--- config.mk ---
export PLATFORM = sky130hd
export DESIGN_NAME = record_stepper
export DESIGN_NICKNAME = d
export VERILOG_FILES = /design/src/rtl/record_stepper.sv
export SDC_FILE = /design/constraint.sdc
export NUM_CORES = 1
export LEC_CHECK = 0
export CAP_MARGIN = 0
export CORE_MARGIN = 1.5
export CORE_UTILIZATION = 50
export CTS_CLUSTER_DIAMETER = 200
export DETAILED_ROUTE_END_ITERATION = 16
export GPL_ROUTABILITY_DRIVEN = 0
export PLACE_DENSITY_LB_ADDON = 0.05
export SLEW_MARGIN = 10
export SYNTH_ARGS = -nofsm -noshare
export SYNTH_HDL_FRONTEND = slang
export SYNTH_SLANG_ARGS = --single-unit
--- constraint.sdc ---
create_clock -name clk -period 4 [get_ports clk]
set_clock_uncertainty 0.05 [all_clocks]
set_input_delay 1 -clock clk [delete_from_list [all_inputs] [get_ports clk]]
set_output_delay 1 -clock clk [all_outputs]
set_load 0.1 [all_outputs]
--- src/rtl/record_stepper.sv ---
// record_stepper
//   Consumer stage behind the SPI-fed record FIFO. It pops one 4-byte motion
//   record at a time and plays it out as timed step/direction pulses on up to
//   four axes.
//
//   Record layout, in the order the bytes are popped:
//     B0[3:0] axis mask, B0[7:4] direction, B1 step count N,
//     B2/B3 period P (low/high byte, in clk cycles per step).
//
//   Ports
//     clk, rst_n    clock, asynchronous active-low reset
//     enable        1 = may fetch new records, 0 = finish current, then idle
//     fifo_size     number of words currently held in the FIFO
//     fifo_data     registered FIFO output, valid the cycle after read_en
//     fifo_read_en  pop one word
//     step[AXES]    step pulses, active high
//     dir[AXES]     direction levels
//     busy          state != IDLE
//     records_done  (RECORD_STEPPER_STATUS_EN only) count of completed records
//
//   Optional feature macro: RECORD_STEPPER_STATUS_EN

// Per-axis output stage: latches mask/dir at LOAD and gates the shared pulse.
module record_stepper_lane (
   input  logic clk,
   input  logic rst_n,
   input  logic ld,       // LOAD cycle
   input  logic go,       // record has N != 0, first pulse starts next cycle
   input  logic mask_in,
   input  logic dir_in,
   input  logic pulse,    // shared "step high next cycle" from the period timer
   output logic step,
   output logic dir
);
   logic mask_q;

   always_ff @(posedge clk or negedge rst_n) begin
      if (!rst_n) begin
         mask_q <= 1'b0;
         step   <= 1'b0;
         dir    <= 1'b0;
      end else if (ld) begin
         mask_q <= mask_in;
         dir    <= dir_in;
         step   <= mask_in & go;
      end else begin
         step   <= mask_q & pulse;
      end
   end
endmodule

module record_stepper #(
   parameter int AXES        = 4,
   parameter int PULSE_WIDTH = 16,
   parameter int FIFO_SIZE_W = 7
) (
   input  logic                   clk,
   input  logic                   rst_n,
   input  logic                   enable,
   input  logic [FIFO_SIZE_W-1:0] fifo_size,
   input  logic [7:0]             fifo_data,
   output logic                   fifo_read_en,
   output logic [AXES-1:0]        step,
   output logic [AXES-1:0]        dir,
   output logic                   busy
`ifdef RECORD_STEPPER_STATUS_EN
   ,
   output logic [7:0]             records_done
`endif
);
   typedef enum logic [1:0] {IDLE, FETCH, LOAD, RUN} state_t;

   localparam int          STAGES = 3;                     // fetch slots F0..F3
   localparam logic [15:0] PW16   = 16'(PULSE_WIDTH);
   localparam logic [15:0] MIN_P  = 16'(2 * PULSE_WIDTH);

   state_t          state;
   logic [STAGES:0] vld_pipe;      // one-hot marker of the current fetch slot
   logic [7:0]      b0, b1, b2;
   logic [15:0]     per_cnt;       // counts Pe-1 .. 0 within one step period
   logic [15:0]     pe_m1;         // Pe-1, reload value
   logic [15:0]     pe_m_pw;       // Pe-PULSE_WIDTH, step high while per_cnt >= this
   logic [7:0]      rem;           // steps remaining, including the current one

   logic        rec_avail;
   logic [15:0] p_raw, pe, per_nxt;
   logic        period_end, last_run, pulse, ld, go;

   // Only a complete record is ever touched.
   assign rec_avail  = enable && (fifo_size >= FIFO_SIZE_W'(4));

   // B3 is on fifo_data during LOAD itself, so the period is formed from the bus.
   assign p_raw      = {fifo_data, b2};
   assign pe         = (p_raw < MIN_P) ? MIN_P : p_raw;

   assign period_end = (per_cnt == 16'd0);
   assign last_run   = (state == RUN) && period_end && (rem == 8'd1);
   assign per_nxt    = period_end ? pe_m1 : per_cnt - 16'd1;
   // Step outputs are registered, so decide the level for the next cycle here.
   assign pulse      = (state == RUN) && !last_run && (per_nxt >= pe_m_pw);
   assign ld         = (state == LOAD);
   assign go         = (b1 != 8'd0);
   assign busy       = (state != IDLE);

   always_ff @(posedge clk or negedge rst_n) begin
      if (!rst_n) begin
         state        <= IDLE;
         vld_pipe     <= '0;
         fifo_read_en <= 1'b0;
         b0           <= 8'd0;
         b1           <= 8'd0;
         b2           <= 8'd0;
         per_cnt      <= 16'd0;
         pe_m1        <= 16'd0;
         pe_m_pw      <= 16'd0;
         rem          <= 8'd0;
      end else begin
         case (state)
            IDLE: begin
               if (rec_avail) begin
                  state        <= FETCH;
                  vld_pipe     <= (STAGES+1)'(1);
                  fifo_read_en <= 1'b1;
               end
            end
            FETCH: begin
               // Byte k lands on fifo_data one slot after its read_en.
               vld_pipe <= {vld_pipe[STAGES-1:0], 1'b0};
               if (vld_pipe[1]) b0 <= fifo_data;
               if (vld_pipe[2]) b1 <= fifo_data;
               if (vld_pipe[3]) begin
                  b2           <= fifo_data;
                  fifo_read_en <= 1'b0;
                  state        <= LOAD;
               end
            end
            LOAD: begin
               vld_pipe <= '0;
               pe_m1    <= pe - 16'd1;
               pe_m_pw  <= pe - PW16;
               per_cnt  <= pe - 16'd1;
               rem      <= b1;
               state    <= go ? RUN : IDLE;
            end
            RUN: begin
               per_cnt <= per_nxt;
               if (period_end) rem <= rem - 8'd1;
               if (last_run) begin
                  // Chain straight into the next record when one is waiting.
                  if (rec_avail) begin
                     state        <= FETCH;
                     vld_pipe     <= (STAGES+1)'(1);
                     fifo_read_en <= 1'b1;
                  end else begin
                     state <= IDLE;
                  end
               end
            end
            default: state <= IDLE;
         endcase
      end
   end

   for (genvar i = 0; i < AXES; i++) begin : g_lane
      record_stepper_lane u_lane (
         .clk     (clk),
         .rst_n   (rst_n),
         .ld      (ld),
         .go      (go),
         .mask_in (b0[i]),
         .dir_in  (b0[4+i]),
         .pulse   (pulse),
         .step    (step[i]),
         .dir     (dir[i])
      );
   end

`ifdef RECORD_STEPPER_STATUS_EN
   // Completion is the last RUN cycle, or a LOAD of an N=0 record.
   always_ff @(posedge clk or negedge rst_n) begin
      if (!rst_n)                     records_done <= 8'd0;
      else if (last_run || (ld && !go)) records_done <= records_done + 8'd1;
   end
`endif
endmodule

# Yosys cells after proc, flatten, opt, wreduce, memory -nomap -nowiden
# Index checks and enable logic that the tools add are counted.
[word_totals]
regBits = 99
input_bits = 18
out_inout_bits = 10
elab_cells = 85
[op_classes]
add_sub_neg = 4
order_cmp = 3
eq_ne = 8
muxes = 22
bitwise_logic = 8
reduce_logical = 18
[op_table]
columns = ["op", "n"]
rows = [
  ["16-bit two-way mux", 2],
  ["16-bit one-hot mux with 2 select lines", 1],
  ["16-bit by 1-bit subtractor with 16-bit output, second input constant", 2],
  ["16-bit greater-or-equal comparator", 1],
  ["16-bit zero test", 1],
  ["16-bit by 6-bit < comparator with 1-bit output, second input constant", 1],
  ["4-bit one-hot mux with 4 select lines", 1],
  ["8-bit one-hot mux with 2 select lines", 1],
  ["16-bit by 5-bit subtractor with 16-bit output, second input constant", 1],
  ["1-bit AND", 8],
  ["8-bit by 1-bit == test with 1-bit output, second input constant", 1],
  ["1-bit two-way mux", 8],
  ["2-bit two-way mux", 4],
  ["4-bit two-way mux", 2],
  ["8-bit two-way mux", 1],
  ["2-bit != test, second input constant", 4],
  ["2-bit one-hot mux with 4 select lines", 1],
  ["2-bit AND reduction", 4],
  ["8-bit nonzero test", 1],
  ["8-bit by 1-bit subtractor with 8-bit output, second input constant", 1],
  ["7-bit by 3-bit greater-or-equal comparator with 1-bit output, second input constant", 1],
  ["3-bit AND reduction", 2],
  ["1-bit logical AND", 5],
  ["2-bit == test, second input constant", 2],
  ["6 further kinds", 7],
]

# Depth between registers and ports, before layout
# Gate-level depths: netlist (run 1).
[depth]
ltp_word = 8
mapped_depth = 15
mapped_depth_nobuf = 13

# Hierarchy
# Synthesis (run 1) repeated with hierarchy kept, for this count alone.
[unflattened]
cells_unflattened = 604
area_unflattened_um2 = 5784.3
[modules_own_cells]
columns = ["module", "n_inst", "cells_each", "area_per_inst_um2", "seq_area_each_um2"]
rows = [
  ["record_stepper", 1, 572, 5338.9, 2177.1],
  ["record_stepper_lane", 4, 8, 111.4, 75.1],
]

# Worst setup path before layout (run 1)
# OpenSTA, ideal clock, no wires.
[synth_path]
path_type = "input-to-reg"
start = "input fifo_data[4]"
end = "register per_cnt[14]"
setup_time_ns = 0.126
arrival_time_ns = 4.114
required_ns = 3.824
setup_slack_ns = -0.290
stages = 12
path_cell_list = "buf_2 > or4_1 > buf_2 > or4_4 > buf_6 > nand2_1 > ha_1 > or3b_2 > nor4_4 > o211ai_1 > xnor2_1 > a221o_1"
[synth_via]
elab_chain_cells = 4
[synth_lines]
columns = ["element", "line_no", "rtl"]
rows = [
  ["from (decl)", "61", "input logic [7:0] fifo_data,"],
  ["16-bit by 6-bit < comparator with 1-bit output", "94", "assign pe = (p_raw < MIN_P) ? MIN_P : p_raw;"],
  ["16-bit two-way mux (*)", "94", ""],
  ["16-bit by 1-bit subtractor with 16-bit output (*)", "141", "per_cnt <= pe - 16'd1;"],
  ["16-bit one-hot mux with 2 select lines (*)", "118", "case (state)"],
  ["to (signal assigned)", "141", ""],
  ["to (signal assigned)", "146", "per_cnt <= per_nxt;"],
  ["to (decl)", "80", "logic [15:0] per_cnt;"],
]
# Mark *: on every way between the ends. The rest lies on a longest branch, timed or not.
# A chain may end at the register's enable or synchronous reset.

# Worst setup path after layout (run 1)
[layout_path]
start = "input fifo_data[2]"
end = "register per_cnt[14]"
# The elaborated chain is that of the path after synthesis.

==> flow_summary.toml, run 1 <==
[critical_path]
crit_family = "simple AND/OR/NAND/NOR gates"
cpMostUsedCell = "or4_4"
r2r_cells = 11
cp_cell_sequence = "clkdlybuf4s50_1, or4_4, or4_4, nand2_4, ha_4, or3b_4, nor4_4, o211ai_1, xnor2_1, a221o_1"
r2r_start = "per_cnt[3]"
worstSetupPathType = "input pin to flip-flop"
r2r_slack_ps = 280
end_kind = "flip-flop"
path_max_fanout = 4
crit_slowest_cell = "or4_4"
crit_buf_inv = 1
critPathLaunchType = "input pin"
cp.arrival_ps = 4000
cp_slowest_stage_delay_ps = 560
rr_endpoint = "g_lane[1].u_lane.step"
cp.required_ps = 4190

[pwr]
p_per_area_mw_per_mm2 = 805
p_leak_nw = 2.92
vdd_drop_max_mv = 0.633
power_w = 0.00552

[status]
status = "finished clean"

[die]
core_area_mm2 = 0.0119
initial_core_util = 0.508
core.rowCount = 40
die_area_mm2 = 0.0128
die_w_um = 113
dieHeight_um = 113
ios = 28

[finish]
finalInstanceArea_mm2 = 0.00686
layout.nets = 719
utilization = 0.576
diodes = 0
area_growth_pct = 13.3
layout-drive-gt1-share = 0.161
fin_cells = 824

[timing]
min_period_ps = 3810
grt_setup_unrepaired = "false"
period_share = 0.952
relSlewSlack = 0.333
fmax_ghz = 0.263
slew_violations = 0
setup_violations = 0
hold_viol = 0
tightestPinTransition_ps = 1000

[clock_network]
post_cts_buffers = 0
clkLatencyLatePin_ps = 350
clockRootBuffer = "clkbuf_16"
cts_htree_levels = 3
cts_buffer_depth = 2
cts_tree = "yes"
clkTransAtPathRegs_ps = 70
hold_buffers = 0
cts_buffers = 9
cts_num_sinks = 99

[synth]
synth.top_cell.area_share = 0.409
synthTopCellsByArea = "dfrtp_1 (41%), ha_1 (6.0%), mux2_2 (6.0%), nor2_1 (3.5%), a21oi_1 (3.2%)"
synth_compound_area_frac = 0.163
yosysUniqueCellTypes = 70
synth_area_mm2 = 0.00605
synthMuxAreaShare = 0.0711
synthTopCellsByCount = "dfrtp_1 (99), nor2_1 (57), nand2_1 (46)"
ys_warn_count = 0
synth_cells = 648
yosys.area_share.adder = 0.0600
synth_top_family_by_area = "simple AND/OR/NAND/NOR gates"
synth_flop_cell = "dfrtp_1"
synth-xor-area-share = 0.0362
synthesis.nets = 695
synth-async-reset-ratio = 1.00
yosysSeqAreaShare = 0.409
syn_area_per_cell_um2 = 9.34
synth-simple-area-share = 0.194
synth-seq-cells = 99
synth_top_area_cell = "dfrtp_1"
synth_edf_count = 0
yosysMostFrequentCell = "dfrtp_1"

[routing]
ant_nets = 0
post_drt_wl_per_cell_um = 17.6
vias = 4848
wl_um = 14500
drc = 0
via_per_inst = 5.88
drt_iter0_drc = 313
drt_pass1_iterations = 4

[placed_design]
hpwl_um = 10600
dp.cells = 808
dpl_cell_area_mm2 = 0.00657
port_buffers = 25

[hold_path]
hold_depth = 2
hold_end = "g_lane[2].u_lane.mask_q"
hp-class = "flip-flop to flip-flop"
worstHoldStart = "g_lane[2].u_lane.mask_q"

[global_route]
grt_first_pass_wirelength_um = 24100
antenna_found_initial = 0
grt_max_degree = 100
grt.overflow.total = 0
grt_pass1_vias = 4562
track_usage = 0.243

[flow_run]
maxCapViolations = 0
==> state kept, by name, indices dropped and copies added, names as in the netlist <==
signal,count
fifo_read_en,1
b2,8
g_lane.u_lane.dir,4
b1,8
g_lane.u_lane.mask_q,4
per_cnt,16
pe_m_pw,16
rem,8
state,2
pe_m1,16
vld_pipe,4
b0,8
g_lane.u_lane.step,4
==> how the worst max path moves through the flow <==
stage | start | endpoint | cells past startpoint
2_1_floorplan | fifo_data[2] | per_cnt[14] | 12
3_3_place_gp | fifo_data[1] | per_cnt[14] | 10
3_5_place_dp | fifo_data[2] | per_cnt[14] | 10
4_1_cts | fifo_data[2] | per_cnt[14] | 10
5_1_grt | fifo_data[2] | per_cnt[14] | 10
6_report | fifo_data[2] | per_cnt[14] | 10
==> per-layer routing <==
metal / wire length (um) / vias up / global-route usage
li1: - / 2365 / -
met1: 7110 / 2381 / 0.341
met2: 6620 / 92 / 0.385
met3: 596 / 10 / 0.0562
met4: 152 / 0 / 0.0542
met5: 0 / - / 0
==> per-stage QoR <==
stage	TNS [ps]	setup WS, ps	hold WS, ps
after floorplan	-304	-132	387
after detailed placement	-1990	-268	410
final	0	191	420
after global placement	-1790	-244	400
after CTS	0	109	428
after global routing	0	54.8	444
==> cell type report <==
type | instances | area [um^2]
Clock inverter | 7 | 58.8
Tap cell | 147 | 184
Fill cell | 1066 | 5050
Multi-Input combinational cell | 462 | 3230
Inverter | 36 | 135
Sequential cell | 99 | 2480
Timing Repair Buffer | 64 | 551
Clock buffer | 9 | 225
==> cells in the final DEF (no fill, tap or decap), drive strengths merged, types with 6 or more instances in the layout <==
cell type	count
a211oi	14
a21oi	39
a31oi	6
buf	41
clkbuf	9
clkdlybuf4s50	23
dfrtp	99
ha	29
inv	39
mux2	32
mux2i	7
nand2	46
nand2b	13
nand4	11
nor2	57
nor2b	10
nor3	27
nor4	16
o21ai	31
o22ai	8
o31ai	11
or4	8
xnor2	15
xor2	10
==> worst register-to-register path, stage by stage, from the launching register on <==
cell     delay (ps)
dfrtp_1         460
or4_4           720
or2_1           490
buf_4           270
a21oi_1         210
ha_1            290
a211o_1         310
a21oi_1         110
o21ai_0         120
a41oi_1         320
buf_4           190
o31ai_1          80
==> power by group <==
part / switching [W] / total [W] / leakage [nW] / internal (W)
combinational: 0.00168 / 0.00279 / 1.61 / 0.00111
clock: 0.000413 / 0.000846 / 0.144 / 0.000433
sequential: 0.000408 / 0.00189 / 1.16 / 0.00148
total: 0.00250 / 0.00552 / 2.92 / 0.00303
==> timing repair <==
action,4_1_cts,5_1_grt
endpoints found under the hold margin,0,0
gates resized for setup,0,1
endpoints found under the setup margin,0,4
==> cells by family (layout without fill, tap and decap cells) <==
| logic type | count (synthesis) | in the layout |
|---|---|---|
| AO/OA/AOI/OAI | 150 | 150 |
| multiplexers | 39 | 39 |
| flip-flops | 99 | 99 |
| XOR/XNOR | 25 | 25 |
| AND/OR/NAND/NOR | 219 | 219 |
| buffers and inverters | 87 | 116 |
| adder cells (fa/ha/maj) | 29 | 29 |
No activity file was read; power rests on OpenSTA's default activity.
==> run 2, diff against run 1 <==
- CAP_MARGIN: 0 -> not set
==> results of run 2 <==
The final DEF is identical to that of run 1; final timing and power are the same.
